==> src/rtl/polylut_add_pkg.sv <==
// ---------------------------------------------------------------------------
// polylut_add_pkg
// Shared constants and types for the PolyLUT-Add jet-substructure classifier
// core and its feeder shim.
//   N_FEAT features of FEAT_W bits pack into the IN_W-bit core input.
//   N_CLASS scores of CLASS_W bits (two's complement) form the OUT_W result.
//   argmax_scores() returns the index of the largest score, lowest on ties.
// ---------------------------------------------------------------------------
package polylut_add_pkg;

   localparam int N_FEAT      = 16;
   localparam int FEAT_W      = 7;
   localparam int IN_W        = 112;
   localparam int N_CLASS     = 5;
   localparam int CLASS_W     = 5;
   localparam int OUT_W       = 25;
   localparam int CLASS_IDX_W = 3;

   typedef enum logic {
      ST_FILL   = 1'b0,
      ST_LAUNCH = 1'b1
   } feeder_state_e;

   // Strict greater-than keeps the earliest index when scores tie.
   function automatic logic [CLASS_IDX_W-1:0] argmax_scores(input logic [OUT_W-1:0] v);
      logic [CLASS_IDX_W-1:0] best;
      logic signed [CLASS_W-1:0] best_s;
      logic signed [CLASS_W-1:0] cur;
      best   = '0;
      best_s = $signed(v[CLASS_W-1:0]);
      for (int c = 1; c < N_CLASS; c++) begin
         cur = $signed(v[c*CLASS_W +: CLASS_W]);
         if (cur > best_s) begin
            best_s = cur;
            best   = CLASS_IDX_W'(c);
         end
      end
      return best;
   endfunction

endpackage

==> src/rtl/polylut_result_fifo.sv <==
// ---------------------------------------------------------------------------
// polylut_result_fifo
// Synchronous first-word-fall-through FIFO for classifier results.
//   clk, rst   : clock, asynchronous active-high reset (empties the FIFO)
//   i_push     : write i_data (ignored when full unless a pop frees a slot)
//   i_data     : write data
//   i_pop      : consume head entry (ignored when empty)
//   o_data     : head entry, zero while empty
//   o_valid    : FIFO not empty
// ---------------------------------------------------------------------------
module polylut_result_fifo #(
   parameter int WIDTH = 25,
   parameter int DEPTH = 4
) (
   input  logic             clk,
   input  logic             rst,
   input  logic             i_push,
   input  logic [WIDTH-1:0] i_data,
   input  logic             i_pop,
   output logic [WIDTH-1:0] o_data,
   output logic             o_valid
);

   localparam int AW = (DEPTH > 1) ? $clog2(DEPTH) : 1;
   localparam int CW = $clog2(DEPTH + 1);

   logic [WIDTH-1:0] r_mem [DEPTH];
   logic [AW-1:0]    r_wptr;
   logic [AW-1:0]    r_rptr;
   logic [CW-1:0]    r_count;

   logic w_empty;
   logic w_full;
   logic w_pop;
   logic w_push;

   function automatic logic [AW-1:0] ptr_next(input logic [AW-1:0] p);
      return (p == AW'(DEPTH - 1)) ? '0 : p + AW'(1);
   endfunction

   assign w_empty = (r_count == '0);
   assign w_full  = (r_count == CW'(DEPTH));
   assign w_pop   = i_pop & ~w_empty;
   // A simultaneous pop frees the slot, so a push into a full FIFO is legal then.
   assign w_push  = i_push & (~w_full | w_pop);

   always_ff @(posedge clk or posedge rst) begin
      if (rst) begin
         r_wptr  <= '0;
         r_rptr  <= '0;
         r_count <= '0;
      end else begin
         if (w_push) r_wptr <= ptr_next(r_wptr);
         if (w_pop)  r_rptr <= ptr_next(r_rptr);
         case ({w_push, w_pop})
            2'b10:   r_count <= r_count + CW'(1);
            2'b01:   r_count <= r_count - CW'(1);
            default: ;
         endcase
      end
   end

   // Storage carries no reset; occupancy alone decides what is visible.
   always_ff @(posedge clk) begin
      if (w_push) r_mem[r_wptr] <= i_data;
   end

   assign o_valid = ~w_empty;
   assign o_data  = w_empty ? '0 : r_mem[r_rptr];

endmodule

==> src/rtl/polylut_add_feeder.sv <==
// ---------------------------------------------------------------------------
// polylut_add_feeder
// Front/back-end shim for the pipelined PolyLUT-Add classifier core.
// Packs 16 seven-bit feature beats into the 112-bit core input, launches the
// vector, tracks it through PIPE_LAT core stages and captures the result
// into a FWFT FIFO. Launches are credit-gated so the FIFO cannot overflow.
//   clk, rst            : clock, asynchronous active-high reset
//   s_valid/s_ready     : feature stream handshake
//   s_data, s_last      : feature value, end-of-frame marker
//   core_in             : registered packed vector to the core
//   core_out            : core result, 5 classes x 5 bits
//   m_valid/m_ready     : result stream handshake
//   m_data, m_class     : result scores, argmax class index
//   err_framing         : sticky framing error, cleared only by reset
// Build option: define POLYLUT_FEEDER_ARGMAX_EN to compute m_class at push
// time; otherwise m_class is tied to 0.
// ---------------------------------------------------------------------------
module polylut_add_feeder
   import polylut_add_pkg::*;
#(
   parameter int PIPE_LAT  = 5,
   parameter int OUT_DEPTH = 4
) (
   input  logic                   clk,
   input  logic                   rst,
   input  logic                   s_valid,
   output logic                   s_ready,
   input  logic [FEAT_W-1:0]      s_data,
   input  logic                   s_last,
   output logic [IN_W-1:0]        core_in,
   input  logic [OUT_W-1:0]       core_out,
   output logic                   m_valid,
   input  logic                   m_ready,
   output logic [OUT_W-1:0]       m_data,
   output logic [CLASS_IDX_W-1:0] m_class,
   output logic                   err_framing
);

   localparam int         CRED_W   = $clog2(OUT_DEPTH + 1);
   localparam logic [3:0] LAST_IDX = 4'(N_FEAT - 1);

   feeder_state_e r_state;
   feeder_state_e w_state_nxt;

   logic [3:0]        r_idx;
   logic [IN_W-1:0]   r_buf;
   logic [IN_W-1:0]   r_core_in;
   logic              r_err;
   logic [PIPE_LAT:0] r_dly;
   logic [CRED_W-1:0] r_credits;

   logic w_accept;
   logic w_launch;
   logic w_pop;
   logic w_push;
   logic w_fifo_valid;

   assign s_ready  = (r_state == ST_FILL) & ~rst;
   assign w_accept = s_valid & s_ready;
   assign w_launch = (r_state == ST_LAUNCH) & (r_credits != '0);
   assign w_pop    = w_fifo_valid & m_ready;
   // The tap sits PIPE_LAT+1 edges after the launch edge, which is where the
   // core's output register holds the launched vector's result.
   assign w_push   = r_dly[PIPE_LAT];

   // ---------------- FSM ----------------
   always_ff @(posedge clk or posedge rst) begin
      if (rst) r_state <= ST_FILL;
      else     r_state <= w_state_nxt;
   end

   always_comb begin
      w_state_nxt = r_state;
      case (r_state)
         ST_FILL:   if (w_accept && (r_idx == LAST_IDX)) w_state_nxt = ST_LAUNCH;
         ST_LAUNCH: if (w_launch)                        w_state_nxt = ST_FILL;
         default:                                        w_state_nxt = ST_FILL;
      endcase
   end

   // ---------------- packing / framing ----------------
   // An early s_last drops the partial frame by rewinding the index; stale
   // buffer bits are overwritten before the next launch.
   always_ff @(posedge clk or posedge rst) begin
      if (rst) begin
         r_idx <= '0;
         r_buf <= '0;
         r_err <= 1'b0;
      end else begin
         if (w_accept) begin
            if (r_idx == LAST_IDX) begin
               r_buf[int'(r_idx)*FEAT_W +: FEAT_W] <= s_data;
               if (!s_last) r_err <= 1'b1;
            end else if (s_last) begin
               r_err <= 1'b1;
               r_idx <= '0;
            end else begin
               r_buf[int'(r_idx)*FEAT_W +: FEAT_W] <= s_data;
               r_idx <= r_idx + 4'd1;
            end
         end
         if (w_launch) r_idx <= '0;
      end
   end

   always_ff @(posedge clk or posedge rst) begin
      if (rst)           r_core_in <= '0;
      else if (w_launch) r_core_in <= r_buf;
   end

   // ---------------- credits ----------------
   always_ff @(posedge clk or posedge rst) begin
      if (rst) begin
         r_credits <= CRED_W'(OUT_DEPTH);
      end else begin
         case ({w_launch, w_pop})
            2'b10:   r_credits <= r_credits - CRED_W'(1);
            2'b01:   if (r_credits != CRED_W'(OUT_DEPTH)) r_credits <= r_credits + CRED_W'(1);
            default: ;
         endcase
      end
   end

   // ---------------- launch delay line ----------------
   always_ff @(posedge clk or posedge rst) begin
      if (rst) begin
         r_dly <= '0;
      end else begin
         r_dly[0] <= w_launch;
         for (int k = 1; k <= PIPE_LAT; k++) r_dly[k] <= r_dly[k-1];
      end
   end

   // ---------------- result FIFO ----------------
`ifdef POLYLUT_FEEDER_ARGMAX_EN
   localparam int FW = OUT_W + CLASS_IDX_W;
   logic [FW-1:0] w_fifo_din;
   logic [FW-1:0] w_fifo_dout;
   assign w_fifo_din = {argmax_scores(core_out), core_out};
   assign m_data     = w_fifo_dout[OUT_W-1:0];
   assign m_class    = w_fifo_dout[FW-1:OUT_W];
`else
   localparam int FW = OUT_W;
   logic [FW-1:0] w_fifo_din;
   logic [FW-1:0] w_fifo_dout;
   assign w_fifo_din = core_out;
   assign m_data     = w_fifo_dout;
   assign m_class    = '0;
`endif

   polylut_result_fifo #(
      .WIDTH (FW),
      .DEPTH (OUT_DEPTH)
   ) u_fifo (
      .clk     (clk),
      .rst     (rst),
      .i_push  (w_push),
      .i_data  (w_fifo_din),
      .i_pop   (m_ready),
      .o_data  (w_fifo_dout),
      .o_valid (w_fifo_valid)
   );

   assign m_valid     = w_fifo_valid;
   assign core_in     = r_core_in;
   assign err_framing = r_err;

endmodule

==> config.mk <==
export PLATFORM = sky130hd
export DESIGN_NAME = polylut_add_feeder
export DESIGN_NICKNAME = d
export VERILOG_FILES = /design/src/rtl/polylut_add_pkg.sv /design/src/rtl/polylut_result_fifo.sv /design/src/rtl/polylut_add_feeder.sv
export SDC_FILE = /design/constraint.sdc
export NUM_CORES = 1
export LEC_CHECK = 0
export ABC_AREA = 1
export ABC_CLOCK_PERIOD_IN_PS = 21300
export CORE_ASPECT_RATIO = 0.6
export CORE_MARGIN = 2
export CORE_UTILIZATION = 38
export DETAILED_ROUTE_END_ITERATION = 7
export GPL_TIMING_DRIVEN = 0
export SETUP_SLACK_MARGIN = 0.4
export SKIP_CTS_REPAIR_TIMING = 1
export SLEW_MARGIN = 20
export SYNTH_ARGS = -nofsm -noshare
export SYNTH_HDL_FRONTEND = slang
export SYNTH_SLANG_ARGS = --single-unit
==> constraint.sdc <==
create_clock -name clk -period 21.3 [get_ports clk]
set_clock_uncertainty 0.1 [all_clocks]
set_input_delay 6.39 -clock clk [delete_from_list [all_inputs] [get_ports clk]]
set_output_delay 6.39 -clock clk [all_outputs]
set_load 0.005 [all_outputs]
==> results.cfg, run 1 <==
[worst_setup_path]
r2r_end = r_buf[6]$_DFFE_PP0P_
crit_arrival_ns = 7.59
crit_path_start_kind = input port
r2r_start = r_idx[0]$_DFFE_PP0P_
cp_max_fo = 2
worstSetupPathType = input port to primary output
end_kind = primary output
crit_required_ns = 14.81
reg2reg_setup_slack_ns = 18.44
worstRegToRegCells = 8

[synthesis]
yosysTopAreaCellShare = 0.447
syn_inst = 1419
yosysTopAreaCell = dfrtp_1
synth_area_leaders = dfrtp_1 45%, edfxtp_1 22%, nand2_1 17%
ys_seq_area_frac = 0.667
ys_warn_count = 0
synth_area_per_cell_sq_um = 9.68
synth-edff-count = 100
mappedNetlistArea_sq_um = 13700
ys_types = 33
ys_seq_elements = 346
async_reset_ff_frac = 0.711
synth_common_cells = 606 x nand2_1, 245 x dfrtp_1, 136 x nor2_1
synthMostInstantiatedCell = nand2_1
synth_flop_cell = dfrtp_1

[finish]
fill_cells = 3298
drive_gt1_frac = 0.0649
area_growth_pct = 27.1
insertedDiodeCount = 0
nNetsFinal = 1689

[clock_network]
path_clk_slew_ns = 0.06
cts_buffer_depth = 3
cts_tree = built
root_buffer = clkbuf_16
cts_sinks = 346
clk_latency_ns = 0.54
cts_buffers = 34
h-tree-depth = 2

[grt]
grt_pass1_wl_mm = 56.8
track_usage = 0.196
grt_max_degree = 104
overflow = 0
first_global_vias = 10090
antenna_found_initial = 0

[hold_path]
holdPathStages = 0
hold_path_class = flop to flop
holdPathEnd = r_dly[2]$_DFF_PP0_
min-delay-start = r_dly[1]$_DFF_PP0_

[detailed_routing]
drc = 0
first_iter_violations = 929
vias = 10390
dr.pass1.iters = 5
wl_per_cell_microns = 17.2
wl_mm = 36.8
antenna_left = 0
viasPerCell = 4.87

[floorplan]
die_w_microns = 249
fp.dieH_microns = 151
start_util = 0.389
pin_count = 180
num_rows = 53
coreArea_sq_um = 35300
die_area_sq_um = 37700

[sta]
holdWs_ns = 0.247
hold_viol = 0
grt_setup_unrepaired = no
finalCritPeriodShare = 0.661
setup_viol = 0
finalSetupTns_ns = 0
max-slew-margin-rel = 0.355
min_period_ns = 14.08
fmax_mhz = 71.0
slew_violations = 0
worst_pin_slew_ns = 0.960

[pwr]
power_switching_w = 0.000630
p_comb_frac = 0.275
p_clk_frac = 0.320
power_w = 0.00198
ir_drop_mv = 0.0502
p_sw_frac = 0.319
pwr-share-seq = 0.405
internal-power_w = 0.00135
leakagePower_nw = 8.04
p_per_area_nw_per_um2 = 113

[placed_design]
port_buffers = 176
place_hpwl_mm = 26.3
gp_congestion = 0.913

[run]
cap_violations = 0

[status]
status = completed
power groups by stage:
stage          clock network [W]  registers, W  logic, W
6_report                0.000633      0.000801  0.000544
5_1_grt                 0.000673      0.000810  0.000605
4_1_cts                 0.000647      0.000801  0.000545
3_5_place_dp                   0      0.000813  0.000542
3_3_place_gp                   0      0.000813  0.000524
2_1_floorplan                  0      0.000805  0.000284
routing by layer:
metal,up-vias,share of wire,global-route usage
met1,5103,0.50,0.297
met3,44,0.065,0.0447
met4,0,0.016,0.0488
li1,4969,-,-
met5,-,0,0
met2,274,0.42,0.282
state kept, by name, summed over array words and instances (netlist names):
signal,count
core_in,112
r_buf,112
u_fifo.r_mem,100
r_dly,6
r_idx,4
r_credits,3
u_fifo.r_count,3
u_fifo.r_rptr,2
u_fifo.r_wptr,2
err_framing,1
r_state,1
cell type report:
| type | instances | area (sq um) | area share |
|---|---|---|---|
| Sequential cell | 346 | 9160 | 0.525 |
| Tap cell | 467 | 584 | 0.0335 |
| Clock buffer | 46 | 965 | 0.0553 |
| Clock inverter | 16 | 208 | 0.0119 |
| Multi-Input combinational cell | 966 | 4170 | 0.239 |
| Inverter | 50 | 195 | 0.0112 |
| Buffer | 59 | 248 | 0.0142 |
| Timing Repair Buffer | 182 | 1910 | 0.110 |
placed cells by master, fill, tap and decap left out, types with 5 or more instances in the layout:
cell	instances
clkbuf_1	45
clkbuf_16	35
dfrtp_1	245
nand2_2	6
o21ai_0	99
nor2_4	11
inv_1	41
edfxtp_1	100
buf_16	5
clkdlybuf4s50_1	176
inv_2	6
buf_1	6
nor2_1	132
a21oi_1	28
ha_1	11
clkinv_2	8
nand2_1	606
nand3_1	34
o21ai_1	14
buf_2	9
worst max-delay path: stages:
cell and delay [ns]:
clkdlybuf4s50_1 0.51, nor2_1 0.18, clkdlybuf4s50_1 0.52
cells by family after synthesis:
kind of cell    count (synthesis)  synth area share
buf+inv                       109            0.0317
xor+xnor                        6           0.00547
flops                         346             0.667
other cells                     1          0.000273
simple gates                  799             0.229
compound gates                145            0.0533
fa+ha+maj                      13            0.0129
worst max path at each step:
| stage | start | endpoint | slack, ns | cells after the start |
|---|---|---|---|---|
| floorplan | rst | core_in[0]$_DFFE_PP0N_ | 8.05 | 1 |
| global placement | rst | core_in[8]$_DFFE_PP0N_ | 4.95 | 2 |
| detailed placement | rst | s_ready | 7.21 | 3 |
| CTS | rst | s_ready | 7.21 | 3 |
| global route | rst | s_ready | 7.17 | 3 |
| finish | rst | s_ready | 7.22 | 3 |
metrics by stage:
step / worst slack [ns] / utilization / instance area [sq um] / cells
floorplan: 8.05 / - / 13700 / 1421
global placement: 4.95 / 0.456 / 16100 / 2064
detailed placement: 7.21 / 0.461 / 16300 / 2070
CTS: 7.21 / 0.495 / 17400 / 2132
global route: 7.17 / 0.495 / 17400 / 2132
finish: 7.22 / 0.495 / 17400 / 2132
Power figures use the tool's default switching activity.
==> run 2: changes to the inputs <==
--- a/config.mk
+++ b/config.mk
@@ -6,7 +6,7 @@
 export NUM_CORES = 1
 export LEC_CHECK = 0
 export ABC_AREA = 1
-export ABC_CLOCK_PERIOD_IN_PS = 21300
+export ABC_CLOCK_PERIOD_IN_PS = 12700
 export CORE_ASPECT_RATIO = 0.6
 export CORE_MARGIN = 2
 export CORE_UTILIZATION = 38
==> constraint.sdc (replaced) <==
create_clock -name clk -period 12.7 [get_ports clk]
set_clock_uncertainty 0.1 [all_clocks]
set_input_delay 3.81 -clock clk [delete_from_list [all_inputs] [get_ports clk]]
set_output_delay 3.81 -clock clk [all_outputs]
set_load 0.005 [all_outputs]
==> results of run 2 <==
The final DEF is identical to that of run 1. Status: completed.
Among the figures that moved: setup slack after placement 7.21 ns -> 3.77 ns; setup slack after layout 7.22 ns -> 3.78 ns; register-to-register setup slack 18.44 ns -> 9.84 ns; total power 0.00198 W -> 0.00332 W; worst IR drop on VDD 0.0502 mV -> 0.0841 mV
==> run 3: changes to the inputs <==
--- a/config.mk
+++ b/config.mk
@@ -6,7 +6,7 @@
 export NUM_CORES = 1
 export LEC_CHECK = 0
 export ABC_AREA = 1
-export ABC_CLOCK_PERIOD_IN_PS = 12700
+export ABC_CLOCK_PERIOD_IN_PS = 8100
 export CORE_ASPECT_RATIO = 0.6
 export CORE_MARGIN = 2
 export CORE_UTILIZATION = 38
==> constraint.sdc (replaced) <==
create_clock -name clk -period 8.1 [get_ports clk]
set_clock_uncertainty 0.1 [all_clocks]
set_input_delay 2.43 -clock clk [delete_from_list [all_inputs] [get_ports clk]]
set_output_delay 2.43 -clock clk [all_outputs]
set_load 0.005 [all_outputs]
==> run 3 against run 2 <==
Effect of this change: core utilization rose by 0.59 points; global-route usage fell by 0.14 points; cell count rose by 0.23%; die area did not move; combinational power rose by 58%; sequential cell count did not move; sequential share of layout area fell by 0.62 points; first-iteration DRC count fell by 16%; cell area rose by 1.2%; sequential power rose by 57%; critical path type unchanged.
==> results.cfg, run 3 (synthesized netlist as in run 1, its figures left out) <==
[status]
status = completed

[pwr]
internal-power_w = 0.00363
p_clk_frac = 0.326
p_comb_frac = 0.274
power_switching_w = 0.00164
p_per_area_nw_per_um2 = 298
p_sw_frac = 0.311
pwr-share-seq = 0.400
ir_drop_mv = 0.135
leakagePower_nw = 8.13
power_w = 0.00527

[detailed_routing]
viasPerCell = 4.83
dr.pass1.iters = 6
wl_mm = 36.4
drc = 0
antenna_left = 0
first_iter_violations = 785
vias = 10314
wl_per_cell_microns = 17.0

[grt]
grt_pass1_wl_mm = 56.4
groute.layer.met3.usage = 0.0498
antenna_found_initial = 0
track_usage = 0.194
first_global_vias = 9907
grtUsageMet2 = 0.278
grt_max_degree = 34
use_met1 = 0.293
top_usage_layer = met1
overflow = 0

[finish]
mostFrequentLayoutCells = 606 x nand2_1, 245 x dfrtp_1, 176 x clkdlybuf4s50_1
nNetsFinal = 1696
area_growth_pct = 28.6
drive_gt1_frac = 0.0677
insertedDiodeCount = 0
final_common_cell = nand2_1
fill_cells = 3187

[floorplan]
pin_count = 180
start_util = 0.389
fp.dieH_microns = 151
die_w_microns = 249
coreArea_sq_um = 35300
num_rows = 53
die_area_sq_um = 37700

[sta]
worst_pin_slew_ns = 0.917
finalSetupTns_ns = 0
slew_violations = 0
grt_setup_unrepaired = no
min_period_ns = 6.10
max-slew-margin-rel = 0.384
setup_viol = 0
fmax_mhz = 164
finalCritPeriodShare = 0.753
hold_viol = 0

[hold_path]
min-delay-start = r_dly[0]$_DFF_PP0_
hold_path_class = flop to flop

[clock_network]
clk_latency_ns = 0.53
root_buffer = clkbuf_16
path_clk_slew_ns = 0.06
cts_buffers = 34
cts_buffer_depth = 3
h-tree-depth = 2
cts_tree = built
cts_sinks = 346

[worst_setup_path]
crit_arrival_ns = 3.57
crit_required_ns = 5.57
startpoint = rst
worstSetupPathType = input port to primary output
reg2reg_setup_slack_ns = 5.31
worstRegToRegCells = 8
crit_path_start_kind = input port
r2r_start = r_idx[0]$_DFFE_PP0P_
crit_end = s_ready
r2r_end = r_buf[1]$_DFFE_PP0P_
end_kind = primary output
cp_max_fo = 2

[placed_design]
port_buffers = 176
gp_congestion = 0.909
place_hpwl_mm = 26.6

[run]
cap_violations = 0
[run 3: changes by cell type in the layout (fill, tap and decap cells not counted)]
cell	delta
inv_8	-1
clkbuf_4	-2
buf_12	+7
buf_8	-1
clkinv_2	-4
clkinv_1	+2
buf_16	+1
clkbuf_8	+3
bufinv_16	+2
clkbuf_1	-2
[run 3: critical path, cell delays in order]
cell and delay [ns]:
clkdlybuf4s50_1 0.46, nor2_1 0.16, clkdlybuf4s50_1 0.53
[run 3: final cells by class]
| cell class | count | area, sq um | share of cell area |
|---|---|---|---|
| clock buffer | 45 | 983 | 0.0557 |
| multi-input combinational | 966 | 4170 | 0.236 |
| tap | 467 | 584 | 0.0331 |
| buffer | 59 | 248 | 0.0140 |
| clock inverter | 15 | 248 | 0.0140 |
| timing repair buffer | 189 | 2070 | 0.117 |
| inverter | 50 | 191 | 0.0108 |
| sequential | 346 | 9160 | 0.519 |
[run 3: power groups by stage]
stage	logic (W)	clock network [W]	registers, W
floorplan	0.000746	0	0.00212
global placement	0.00138	0	0.00214
detailed placement	0.00143	0	0.00214
CTS	0.00144	0.00176	0.00211
global route	0.00159	0.00184	0.00213
finish	0.00144	0.00172	0.00211
[run 3: worst min-delay path by stage]
stage | end | slack [ns] | cells past startpoint
global placement | r_dly[5]$_DFF_PP0_ | 0.24 | 0
detailed placement | r_dly[1]$_DFF_PP0_ | 0.24 | 0
global route | r_dly[5]$_DFF_PP0_ | 0.25 | 0
floorplan | r_dly[1]$_DFF_PP0_ | 0.23 | 0
CTS | r_dly[1]$_DFF_PP0_ | 0.25 | 0
finish | r_dly[1]$_DFF_PP0_ | 0.25 | 0
[run 3: metal layers]
metal / vias up / part of all wire
met5: - / 0.0017
met4: 2 / 0.016
met3: 46 / 0.062
met2: 259 / 0.42
met1: 5013 / 0.50
li1: 4994 / -
[run 3: metrics by stage]
step / cell area [sq um] / util / setup WS [ns] / instances / hold WS, ns
after floorplan: 13700 / - / 2.34 / 1421 / 0.231
after global placement: 16100 / 0.456 / 0.475 / 2064 / 0.236
after detailed placement: 16400 / 0.465 / 1.99 / 2077 / 0.236
after CTS: 17700 / 0.500 / 1.99 / 2137 / 0.250
after global routing: 17700 / 0.500 / 1.93 / 2137 / 0.254
final: 17700 / 0.500 / 2.00 / 2137 / 0.246
